[config.mk]
export PLATFORM = sky130hd
export DESIGN_NAME = glb_proc_initiator_flat
export DESIGN_NICKNAME = d
export VERILOG_FILES = /design/src/rtl/glb_proc_initiator_pkg.sv /design/src/rtl/glb_proc_initiator_if.sv /design/src/rtl/glb_resp_fifo.sv /design/src/rtl/glb_proc_initiator.sv /design/src/flat_wrapper.sv
export SDC_FILE = /design/constraint.sdc
export NUM_CORES = 1
export LEC_CHECK = 0
export CAP_MARGIN = 10
export CELL_PAD_IN_SITES_DETAIL_PLACEMENT = 0
export CELL_PAD_IN_SITES_GLOBAL_PLACEMENT = 1
export CORE_ASPECT_RATIO = 1.4
export CORE_MARGIN = 2
export CORE_UTILIZATION = 36
export CTS_CLUSTER_DIAMETER = 40
export DETAILED_ROUTE_END_ITERATION = 12
export PLACE_DENSITY_LB_ADDON = 0.08
export SETUP_SLACK_MARGIN = 0.4
export SYNTH_ARGS = -nofsm -noshare
export SYNTH_HDL_FRONTEND = slang
export SYNTH_HIERARCHICAL = 1
export SYNTH_SLANG_ARGS = --single-unit
[constraint.sdc]
create_clock -name clk -period 5.45 [get_ports clk]
set_clock_uncertainty 0.15 [all_clocks]
set_input_delay 0.545 -clock clk [delete_from_list [all_inputs] [get_ports clk]]
set_output_delay 0.545 -clock clk [all_outputs]
set_load 0.005 [all_outputs]
[src/rtl/glb_proc_initiator_pkg.sv]
// Shared types for the global buffer processor-packet protocol: tile-chain
// packet layouts and default sizing constants for the host initiator.
package glb_proc_initiator_pkg;

  localparam int GLB_ADDR_WIDTH   = 19;
  localparam int GLB_DATA_WIDTH   = 64;
  localparam int GLB_STRB_WIDTH   = GLB_DATA_WIDTH / 8;
  localparam int GLB_PROC_TIMEOUT = 255;

  // Field widths follow the existing wr / rdrq / rdrs channel layout.
  typedef logic [GLB_STRB_WIDTH-1:0] glb_wr_strb_t;
  typedef logic [GLB_ADDR_WIDTH-1:0] glb_addr_t;
  typedef logic [GLB_DATA_WIDTH-1:0] glb_data_t;

  typedef struct packed {
    logic         wr_en;
    glb_wr_strb_t wr_strb;
    glb_addr_t    wr_addr;
    glb_data_t    wr_data;
    logic         rd_en;
    glb_addr_t    rd_addr;
  } proc_init_packet_t;

  typedef struct packed {
    glb_data_t rd_data;
    logic      rd_data_valid;
  } proc_rdrs_packet_t;

endpackage

[src/rtl/glb_proc_initiator_if.sv]
// Host-side request/response port of the processor-packet initiator.
// Handshake: a beat transfers on a clock edge where valid and ready are both
// high; once valid is raised the sender holds valid and payload stable until
// that edge, and ready never depends on valid.
interface glb_proc_initiator_if
  import glb_proc_initiator_pkg::*;
#(
  parameter int ADDR_WIDTH = GLB_ADDR_WIDTH,
  parameter int DATA_WIDTH = GLB_DATA_WIDTH
);

  logic                    req_valid;
  logic                    req_ready;
  logic                    req_write;
  logic [ADDR_WIDTH-1:0]   req_addr;
  logic [DATA_WIDTH-1:0]   req_data;
  logic [DATA_WIDTH/8-1:0] req_strb;

  logic                    resp_valid;
  logic                    resp_ready;
  logic [DATA_WIDTH-1:0]   resp_data;
  logic                    resp_err;

  modport master (
    output req_valid, req_write, req_addr, req_data, req_strb, resp_ready,
    input  req_ready, resp_valid, resp_data, resp_err
  );

  modport slave (
    input  req_valid, req_write, req_addr, req_data, req_strb, resp_ready,
    output req_ready, resp_valid, resp_data, resp_err
  );

endinterface

[src/rtl/glb_resp_fifo.sv]
// First-word fall-through response FIFO with occupancy count; head data reads
// as zero while empty so the host port is quiet in reset.
module glb_resp_fifo #(
  parameter  int DEPTH = 4,
  parameter  int WIDTH = 65,
  localparam int AW    = $clog2(DEPTH),
  localparam int CW    = $clog2(DEPTH + 1)
) (
  input  logic             clk,
  input  logic             reset_n,
  input  logic             push,
  input  logic [WIDTH-1:0] push_data,
  input  logic             pop,
  output logic             out_valid,
  output logic [WIDTH-1:0] out_data,
  output logic [CW-1:0]    count
);

  localparam logic [CW-1:0] FULL_COUNT = CW'(DEPTH);

  logic [WIDTH-1:0] mem [DEPTH];
  logic [AW-1:0]    wr_ptr;
  logic [AW-1:0]    rd_ptr;
  logic             do_pop;

  assign out_valid = (count != '0);
  assign do_pop    = pop && out_valid;
  assign out_data  = out_valid ? mem[rd_ptr] : '0;

  // DEPTH is a power of two, so the pointers wrap naturally.
  always_ff @(posedge clk or negedge reset_n) begin
    if (!reset_n) begin
      wr_ptr <= '0;
      rd_ptr <= '0;
      count  <= '0;
    end else begin
      if (push)   wr_ptr <= wr_ptr + 1'b1;
      if (do_pop) rd_ptr <= rd_ptr + 1'b1;
      case ({push, do_pop})
        2'b10:   count <= count + 1'b1;
        2'b01:   count <= count - 1'b1;
        default: count <= count;
      endcase
    end
  end

  always_ff @(posedge clk) begin
    if (push) mem[wr_ptr] <= push_data;
  end

  always @(posedge clk) begin
    if (reset_n) assert (!(push && count == FULL_COUNT));
  end

endmodule

[src/rtl/glb_proc_initiator.sv]
// Host initiator: turns host requests into one-cycle tile-chain packets and
// returns in-order read responses, with read credits and a timeout watchdog.
module glb_proc_initiator
  import glb_proc_initiator_pkg::*;
#(
  parameter  int ADDR_WIDTH = GLB_ADDR_WIDTH,
  parameter  int DATA_WIDTH = GLB_DATA_WIDTH,
  parameter  int RESP_DEPTH = 4,
  parameter  int TIMEOUT    = GLB_PROC_TIMEOUT,
  localparam int CW         = $clog2(RESP_DEPTH + 1)
) (
  input  logic                 clk,
  input  logic                 reset_n,
  glb_proc_initiator_if.slave  host,
  output proc_init_packet_t    proc_packet_w2e_esto,
  input  proc_rdrs_packet_t    proc_packet_e2w_esti,
  output logic [CW-1:0]        outstanding,
  output logic                 timeout_pulse
);

  localparam int              WDW     = $clog2(TIMEOUT + 1);
  localparam logic [WDW-1:0]  WD_LAST = WDW'(TIMEOUT - 1);
  localparam logic [CW:0]     CREDITS = (CW + 1)'(RESP_DEPTH);
  // A dead chain can time out more reads than the credit limit over time.
  localparam int              DROP_W  = 16;

  logic                  ready_en;
  logic [CW-1:0]         fifo_count;
  logic [DROP_W-1:0]     drop_cnt;
  logic [WDW-1:0]        wd_cnt;
  logic                  credit_ok;
  logic                  accept;
  logic                  accept_rd;
  logic                  rsp_in;
  logic                  rsp_drop;
  logic                  rsp_keep;
  logic                  rsp_unexp;
  logic                  wd_fire;
  logic                  push;
  logic [DATA_WIDTH:0]   push_entry;
  logic [DATA_WIDTH:0]   head_entry;
  logic                  head_valid;

  assign credit_ok      = ({1'b0, outstanding} + {1'b0, fifo_count}) < CREDITS;
  assign host.req_ready = ready_en & credit_ok;
  assign accept         = host.req_valid & host.req_ready;
  assign accept_rd      = accept & ~host.req_write;

  assign rsp_in    = proc_packet_e2w_esti.rd_data_valid;
  assign rsp_drop  = rsp_in & (drop_cnt != '0);
  assign rsp_keep  = rsp_in & (drop_cnt == '0) & (outstanding != '0);
  assign rsp_unexp = rsp_in & (drop_cnt == '0) & (outstanding == '0);
  // Any arriving response, even one being dropped, suppresses the timeout.
  assign wd_fire   = (outstanding != '0) & (wd_cnt == WD_LAST) & ~rsp_in;

  assign push       = rsp_keep | wd_fire;
  assign push_entry = wd_fire ? {1'b1, {DATA_WIDTH{1'b0}}}
                              : {1'b0, proc_packet_e2w_esti.rd_data};

  always_ff @(posedge clk or negedge reset_n) begin
    if (!reset_n) begin
      ready_en             <= 1'b0;
      outstanding          <= '0;
      drop_cnt             <= '0;
      wd_cnt               <= '0;
      timeout_pulse        <= 1'b0;
      proc_packet_w2e_esto <= '0;
    end else begin
      ready_en      <= 1'b1;
      timeout_pulse <= wd_fire;

      case ({accept_rd, push})
        2'b10:   outstanding <= outstanding + 1'b1;
        2'b01:   outstanding <= outstanding - 1'b1;
        default: outstanding <= outstanding;
      endcase

      if (wd_fire && drop_cnt != '1) drop_cnt <= drop_cnt + 1'b1;
      else if (rsp_drop)             drop_cnt <= drop_cnt - 1'b1;

      if (rsp_in || wd_fire || outstanding == '0) wd_cnt <= '0;
      else                                        wd_cnt <= wd_cnt + 1'b1;

      proc_packet_w2e_esto <= '0;
      if (accept) begin
        if (host.req_write) begin
          proc_packet_w2e_esto.wr_en   <= 1'b1;
          proc_packet_w2e_esto.wr_strb <= host.req_strb;
          proc_packet_w2e_esto.wr_addr <= host.req_addr;
          proc_packet_w2e_esto.wr_data <= host.req_data;
        end else begin
          proc_packet_w2e_esto.rd_en   <= 1'b1;
          proc_packet_w2e_esto.rd_addr <= host.req_addr;
        end
      end
    end
  end

  always @(posedge clk) begin
    if (reset_n) assert (!rsp_unexp);
  end

  glb_resp_fifo #(
    .DEPTH (RESP_DEPTH),
    .WIDTH (DATA_WIDTH + 1)
  ) u_resp_fifo (
    .clk       (clk),
    .reset_n   (reset_n),
    .push      (push),
    .push_data (push_entry),
    .pop       (host.resp_ready),
    .out_valid (head_valid),
    .out_data  (head_entry),
    .count     (fifo_count)
  );

  assign host.resp_valid = head_valid;
  assign host.resp_err   = head_entry[DATA_WIDTH];
  assign host.resp_data  = head_entry[DATA_WIDTH-1:0];

endmodule

[src/flat_wrapper.sv]
// flat-port wrapper written by rule: the top's interface ports become plain ports
module glb_proc_initiator_flat import glb_proc_initiator_pkg::*;
#(
  parameter  int ADDR_WIDTH = GLB_ADDR_WIDTH,
  parameter  int DATA_WIDTH = GLB_DATA_WIDTH,
  parameter  int RESP_DEPTH = 4,
  parameter  int TIMEOUT    = GLB_PROC_TIMEOUT,
  localparam int CW         = $clog2(RESP_DEPTH + 1)
)
  (clk, reset_n, proc_packet_w2e_esto, proc_packet_e2w_esti, outstanding, timeout_pulse, host_req_valid, host_req_write, host_req_addr, host_req_data, host_req_strb, host_resp_ready, host_req_ready, host_resp_valid, host_resp_data, host_resp_err);
  glb_proc_initiator_if #(.ADDR_WIDTH(ADDR_WIDTH), .DATA_WIDTH(DATA_WIDTH)) host_i ();
  input  logic clk;
  input  logic reset_n;
  output proc_init_packet_t proc_packet_w2e_esto;
  input  proc_rdrs_packet_t proc_packet_e2w_esti;
  output logic [CW-1:0] outstanding;
  output logic timeout_pulse;
  input wire logic [$bits(host_i.req_valid)-1:0] host_req_valid;
  input wire logic [$bits(host_i.req_write)-1:0] host_req_write;
  input wire logic [$bits(host_i.req_addr)-1:0] host_req_addr;
  input wire logic [$bits(host_i.req_data)-1:0] host_req_data;
  input wire logic [$bits(host_i.req_strb)-1:0] host_req_strb;
  input wire logic [$bits(host_i.resp_ready)-1:0] host_resp_ready;
  output wire logic [$bits(host_i.req_ready)-1:0] host_req_ready;
  output wire logic [$bits(host_i.resp_valid)-1:0] host_resp_valid;
  output wire logic [$bits(host_i.resp_data)-1:0] host_resp_data;
  output wire logic [$bits(host_i.resp_err)-1:0] host_resp_err;
  assign host_i.req_valid = host_req_valid;
  assign host_i.req_write = host_req_write;
  assign host_i.req_addr = host_req_addr;
  assign host_i.req_data = host_req_data;
  assign host_i.req_strb = host_req_strb;
  assign host_i.resp_ready = host_resp_ready;
  assign host_req_ready = host_i.req_ready;
  assign host_resp_valid = host_i.resp_valid;
  assign host_resp_data = host_i.resp_data;
  assign host_resp_err = host_i.resp_err;
  glb_proc_initiator #(.ADDR_WIDTH(ADDR_WIDTH), .DATA_WIDTH(DATA_WIDTH), .RESP_DEPTH(RESP_DEPTH), .TIMEOUT(TIMEOUT)) u_core (.clk(clk), .reset_n(reset_n), .host(host_i), .proc_packet_w2e_esto(proc_packet_w2e_esto), .proc_packet_e2w_esti(proc_packet_e2w_esti), .outstanding(outstanding), .timeout_pulse(timeout_pulse));
endmodule
======== Yosys cells after proc, flatten, opt, wreduce, memory -nomap -nowiden ========
Memory sizes are Yosys's and may differ from the RTL's.
Cells that the tools add are included.
operators by class
  bitwise operators ....................... 11
  add/sub/neg operators ................... 10
  $lt $le $gt $ge ......................... 1
  eq/ne operators ......................... 6
  muxes and demuxes ....................... 12
  reductions and logical operators ........ 12
operators by type and width
  kind                   number
  $mux 65                2
  $mux 112               1
  $mux 92                1
  $mux 16                2
  $mux 20                1
  $add 16x1->16 const B  1
  $logic_not 16->1       1
  $ne 16x16->1 const B   1
  $reduce_bool 16->1     1
  $sub 16x1->16 const B  1
  $pmux 3 s2             2
  $add 8x1->8 const B    1
  $and 1x1->1            8
  $eq 8x8->1 const B     1
  $mux 8                 1
  $add 3x1->3 const B    2
  $reduce_bool 2->1      3
  $reduce_bool 3->1      2
  $sub 3x1->3 const B    2
  $add 2x1->2 const B    2
  $add 3x3->4            1
  $eq 2x1->1 const B     2
  $eq 2x2->1 const B     2
  $lt 4x3->1 const B     1
  other kinds (6)        10
storage, ports and cells
  output and inout port bits .............. 183
  word-level logic and storage cells ...... 67
  bits in writable memories ............... 260
  flip-flop bits (word level) ............. 148
  memories kept ........................... 1
memories
  name                    depth  bits a word  read ports  clocked after memory_dff  write ports  RTL line             text
  u_core.u_resp_fifo.mem  4      65           1           0                         1            glb_resp_fifo.sv:21  logic [WIDTH-1:0] mem [DEPTH];

======== Depth between registers and ports, before layout ========
  depth after elaboration ................. 7
  depth in mapped cells ................... 13
  gate-level depth less buffers ........... 13

======== By module ========
Netlist, hierarchy kept.
by module, submodules not included
  module              times used  cells an instance  area each (sq um)
  glb_resp_fifo       1           448                10248.6
  glb_proc_initiator  1           513                6035.8

======== Worst setup path after synthesis ========
No wires, ideal clock.
  path type ............................... flip-flop to flip-flop
  from .................................... register u_core.wd_cnt[0]
  to ...................................... memory u_core.u_resp_fifo.mem[0][0] (enable)
  setup slack ............................. 1.567 ns
  data arrival time ....................... 3.303 ns
  stages on the path, launching flop included .. 8
  library setup time ...................... 0.430 ns
  buffers on the path ..................... 1
  clock period less this slack ............ 3.883 ns
  cells stage by stage .................... dfrtp_1 -> inv_1 -> ha_1 -> nand3_1 -> nor4_2 -> clkbuf_1 -> o21bai_1 -> and2_1
between the ends
  longest elaborated chain between the ends .. 6
RTL lines
  what                          RTL line                  text
  start: declaration            glb_proc_initiator.sv:30  logic [WDW-1:0] wd_cnt;
  start signal: assignment      glb_proc_initiator.sv:82  else wd_cnt <= wd_cnt + 1'b1;
  $eq 8x8->1                    glb_proc_initiator.sv:54  assign wd_fire = (outstanding != '0) & (wd_cnt == WD_LAST) & ~rsp_in;
  $and 1x1->1 (2 in a row)      glb_proc_initiator.sv:54
  $or 1x1->1                    glb_proc_initiator.sv:56  assign push = rsp_keep | wd_fire;
  net u_core.push               glb_proc_initiator.sv:39  logic push;
  $mux 1                        glb_resp_fifo.sv:48       if (push) mem[wr_ptr] <= push_data;
  $mux 1 (implied by the code)  glb_resp_fifo.sv:48
  end: declaration              glb_resp_fifo.sv:21
The timed path passes the listed nets, and every way through them passes these cells.

======== Worst setup path after layout ========
  from .................................... register u_core.u_resp_fifo.rd_ptr[0]
  to ...................................... output port host_resp_data[14]
between the ends
  longest elaborated chain between the ends .. 2
RTL lines
  what                      RTL line             text
  start: declaration        glb_resp_fifo.sv:23  logic [AW-1:0] rd_ptr;
  start signal: assignment  glb_resp_fifo.sv:38  if (do_pop) rd_ptr <= rd_ptr + 1'b1;
  $mem_v2 4x65              -
  $mux 65                   glb_resp_fifo.sv:28  assign out_data = out_valid ? mem[rd_ptr] : '0;
  end: declaration          flat_wrapper.sv:26   output wire logic [$bits(host_i.resp_data)-1:0] host_resp_data;
No other way between the ends.

==> flow_metrics.tcl <==
set metrics [dict create \
    layout.nets 1514 \
    worst_ep_required_time_ps 4760 \
    max-cap-violations 0 \
    maxSlewHeadroom 0.304 \
    peakVddDrop_v 0.000245 \
    insertion_delay_ps 550 \
    gp_congestion 0.750 \
    drive_above_1_share 0.125 \
    cts_setup_buffers 0 \
    stdcell_count 1929 \
    finalSetupViolations 0 \
    fmax_mhz 267 \
    fin_tns_setup_ps 0 \
    cellPowerDensity_nw_per_um2 437 \
    cts_inserted_buffers 48 \
    initial_core_util 0.363 \
    antenna_found_initial 6 \
    synth_area_um2 16300 \
    routed_via_density 4.71 \
    grt_use_total 0.170 \
    die_y_um 256 \
    dpl-instance-area_um2 20300 \
    htreeDepth 2 \
    final_area_um2 21900 \
    crit_arrival_ps 3050 \
    cts_tree "built" \
    hold_buffers 1 \
    status "completed" \
    synth_seq_cells 408 \
    die_w_um 184 \
    power.leakage_nw 8.20 \
    dieArea_um2 47000 \
    grt_max_degree 73 \
    avgSynthCellArea_um2 16.9 \
    synth_warnings 6 \
    hold_class "reg -> reg" \
    cts_resized 0 \
    std_cell_rows 92 \
    first_global_vias 9990 \
    yosysUniqueCellTypes 49 \
    drtIter0Drc 422 \
    overflow 0 \
    worstPathMaxFanout 37 \
    holdWs_ps 344 \
    rsz0062_at_grt "false" \
    wirelength_um 39000 \
    io_buffer_count 343 \
    first_pass_iters 4 \
    clock_path_buffers 3 \
    fin_crit_sh 0.687 \
    tightest_slew_ps 1040 \
    synth_top_flop_cell "edfxtp_1" \
    syn_to_final_growth_pct 34.2 \
    drc 0 \
    placedCellCount 1838 \
    worst_setup_path_start_kind "flip-flop" \
    synth_edf_count 260 \
    routedWlPerCell_um 20.2 \
    synthesis.nets 1150 \
    dpl.hpwl_um 26200 \
    boundaryPins 344 \
    netlist_instances 961 \
    min_period_ps 3740 \
    seq_area_frac_synth 0.707 \
    ant_nets 0 \
    nFillCells 3891 \
    setup.worst_path.class "reg -> out" \
    timing_hold_violations_final 0 \
    cts.sinks 408 \
    clk_pin_slew_ps 60 \
    num_vias 9092 \
    synth-async-reset-ratio 0.363 \
    root_buffer "clkbuf_16" \
    grt_first_pass_wirelength_um 60500 \
    slew_viol_final 0 \
    cp-end-kind "output pin" \
    core_um2 44900 \
]
[per-layer routing]
| layer | global-route usage | vias to the layer above | wire length (µm) |
|---|---|---|---|
| met5 | 0 | - | 65 |
| met4 | 0.0442 | 10 | 651 |
| met3 | 0.0602 | 56 | 3210 |
| met2 | 0.300 | 290 | 20400 |
| met1 | 0.196 | 4527 | 14700 |
| li1 | - | 4209 | - |
[area by class of cell]
cell class / count / area, µm² / share of cell area
Antenna cell: 1 / 2.50 / 0.000114
Clock buffer: 55 / 1250 / 0.0571
Clock inverter: 34 / 330 / 0.0151
Inverter: 17 / 63.8 / 0.00292
Multi-Input combinational cell: 493 / 4390 / 0.201
Sequential cell: 408 / 11500 / 0.527
Tap cell: 564 / 706 / 0.0323
Timing Repair Buffer: 357 / 3590 / 0.164
[worst max-delay path, stage by stage, from the launching register on]
cell and delay [ps]:
dfrtp_4 850, buf_12 380, mux4_2 590, and2_1 180, clkdlybuf4s50_1 440
[flip-flops by register name, indices dropped and copies added (netlist names)]
register,flops
u_core/u_resp_fifo/mem,260
u_core/drop_cnt,16
u_core/ready_en,1
u_core/u_resp_fifo/rd_ptr,2
u_core/u_resp_fifo/wr_ptr,2
u_core/wd_cnt,8
u_core/timeout_pulse,1
u_core/u_resp_fifo/count,3
u_core/outstanding,3
u_core/proc_packet_w2e_esto,112
[power by group]
part / leakage (nW) / internal, mW / switching, mW
sequential: 4.33 / 3.45 / 0.312
clock: 0.771 / 1.89 / 1.27
combinational: 3.10 / 1.65 / 0.976
total: 8.20 / 7.00 / 2.56
[cells by family (layout without fill, tap and decap cells)]
family | count (synthesis) | in the layout | synth area share
compound gates | 43 | 43 | 0.0161
xor+xnor | 28 | 28 | 0.0151
fa+ha+maj | 28 | 28 | 0.0229
buf+inv | 60 | 463 | 0.0246
flops | 408 | 408 | 0.707
mux | 75 | 75 | 0.0977
other cells | 1 | 2 | 0.000230
simple gates | 318 | 318 | 0.116
[stage by stage]
stage	worst slack (ps)	utilization	power [mW]
after CTS	1580	0.487	9.75
after global placement	1340	0.451	6.53
after floorplan	1570	-	5.28
after global routing	1410	0.487	10.1
after detailed placement	1310	0.451	6.53
final	1710	0.487	9.56
[path summary, 6_finish.rpt]
check                                             startpoint                              end  slack [ps]  depth (start not counted)
max in group asynchronous                            reset_n  u_core/proc_packet_w2e_esto[54]        3680                          3
worst min register to register   u_core/u_resp_fifo/count[2]      u_core/u_resp_fifo/count[2]         340                          1
worst max-delay path            u_core/u_resp_fifo/rd_ptr[0]               host_resp_data[14]        1710                          4
worst max register to register              u_core/wd_cnt[0]    u_core/u_resp_fifo/mem[1][24]        1740                          8
min in group asynchronous                            reset_n  u_core/proc_packet_w2e_esto[44]         440                          2
worst min-delay path             u_core/u_resp_fifo/count[2]      u_core/u_resp_fifo/count[2]         340                          1
[cells in the mapped netlist, types with 2 or more instances]
master      n  area [µm²]
edfxtp_1  260        7810
nand2b_1    2        12.5
nor2b_1    65         407
xor2_1     17         149
o211ai_1    3        22.5
o21ai_1     2        10.0
nand2_1    12        45.0
mux2_4      5        75.1
o21a_1      2        15.0
mux2_2      2        22.5
buf_4       3        22.5
nor2_1     26        97.6
nand4_1     8        50.1
buf_12      4        80.1
nand2_2     2        12.5
a21oi_1    17        85.1
and3_1      2        12.5
fa_1        3        60.1
ha_1       25         313
mux2i_1     3        30.0
buf_6      11         124
and2_1    182        1140
dfrtp_1   148        3700
xnor2_1    11        96.3
mux4_2     65        1460
nand3_1     8        40.0
o21ai_0     8        40.0
o21bai_1    3        22.5
inv_1      17        63.8
clkbuf_1   12        45.0
nor4_1      4        25.0
buf_2      12        60.1
[placed cells by master (no fill, tap or decap), types with 9 or more instances in the layout]
| cell | instances |
|---|---|
| buf_4 | 9 |
| and2_1 | 178 |
| nand2_1 | 12 |
| a21oi_1 | 17 |
| clkinv_1 | 10 |
| xor2_1 | 17 |
| clkdlybuf4s50_1 | 342 |
| ha_1 | 25 |
| inv_1 | 17 |
| edfxtp_1 | 260 |
| xnor2_1 | 11 |
| nor2_1 | 26 |
| mux4_2 | 65 |
| nor2b_1 | 65 |
| dfrtp_1 | 146 |
| clkbuf_16 | 49 |
Power figures use the tool's default switching activity.
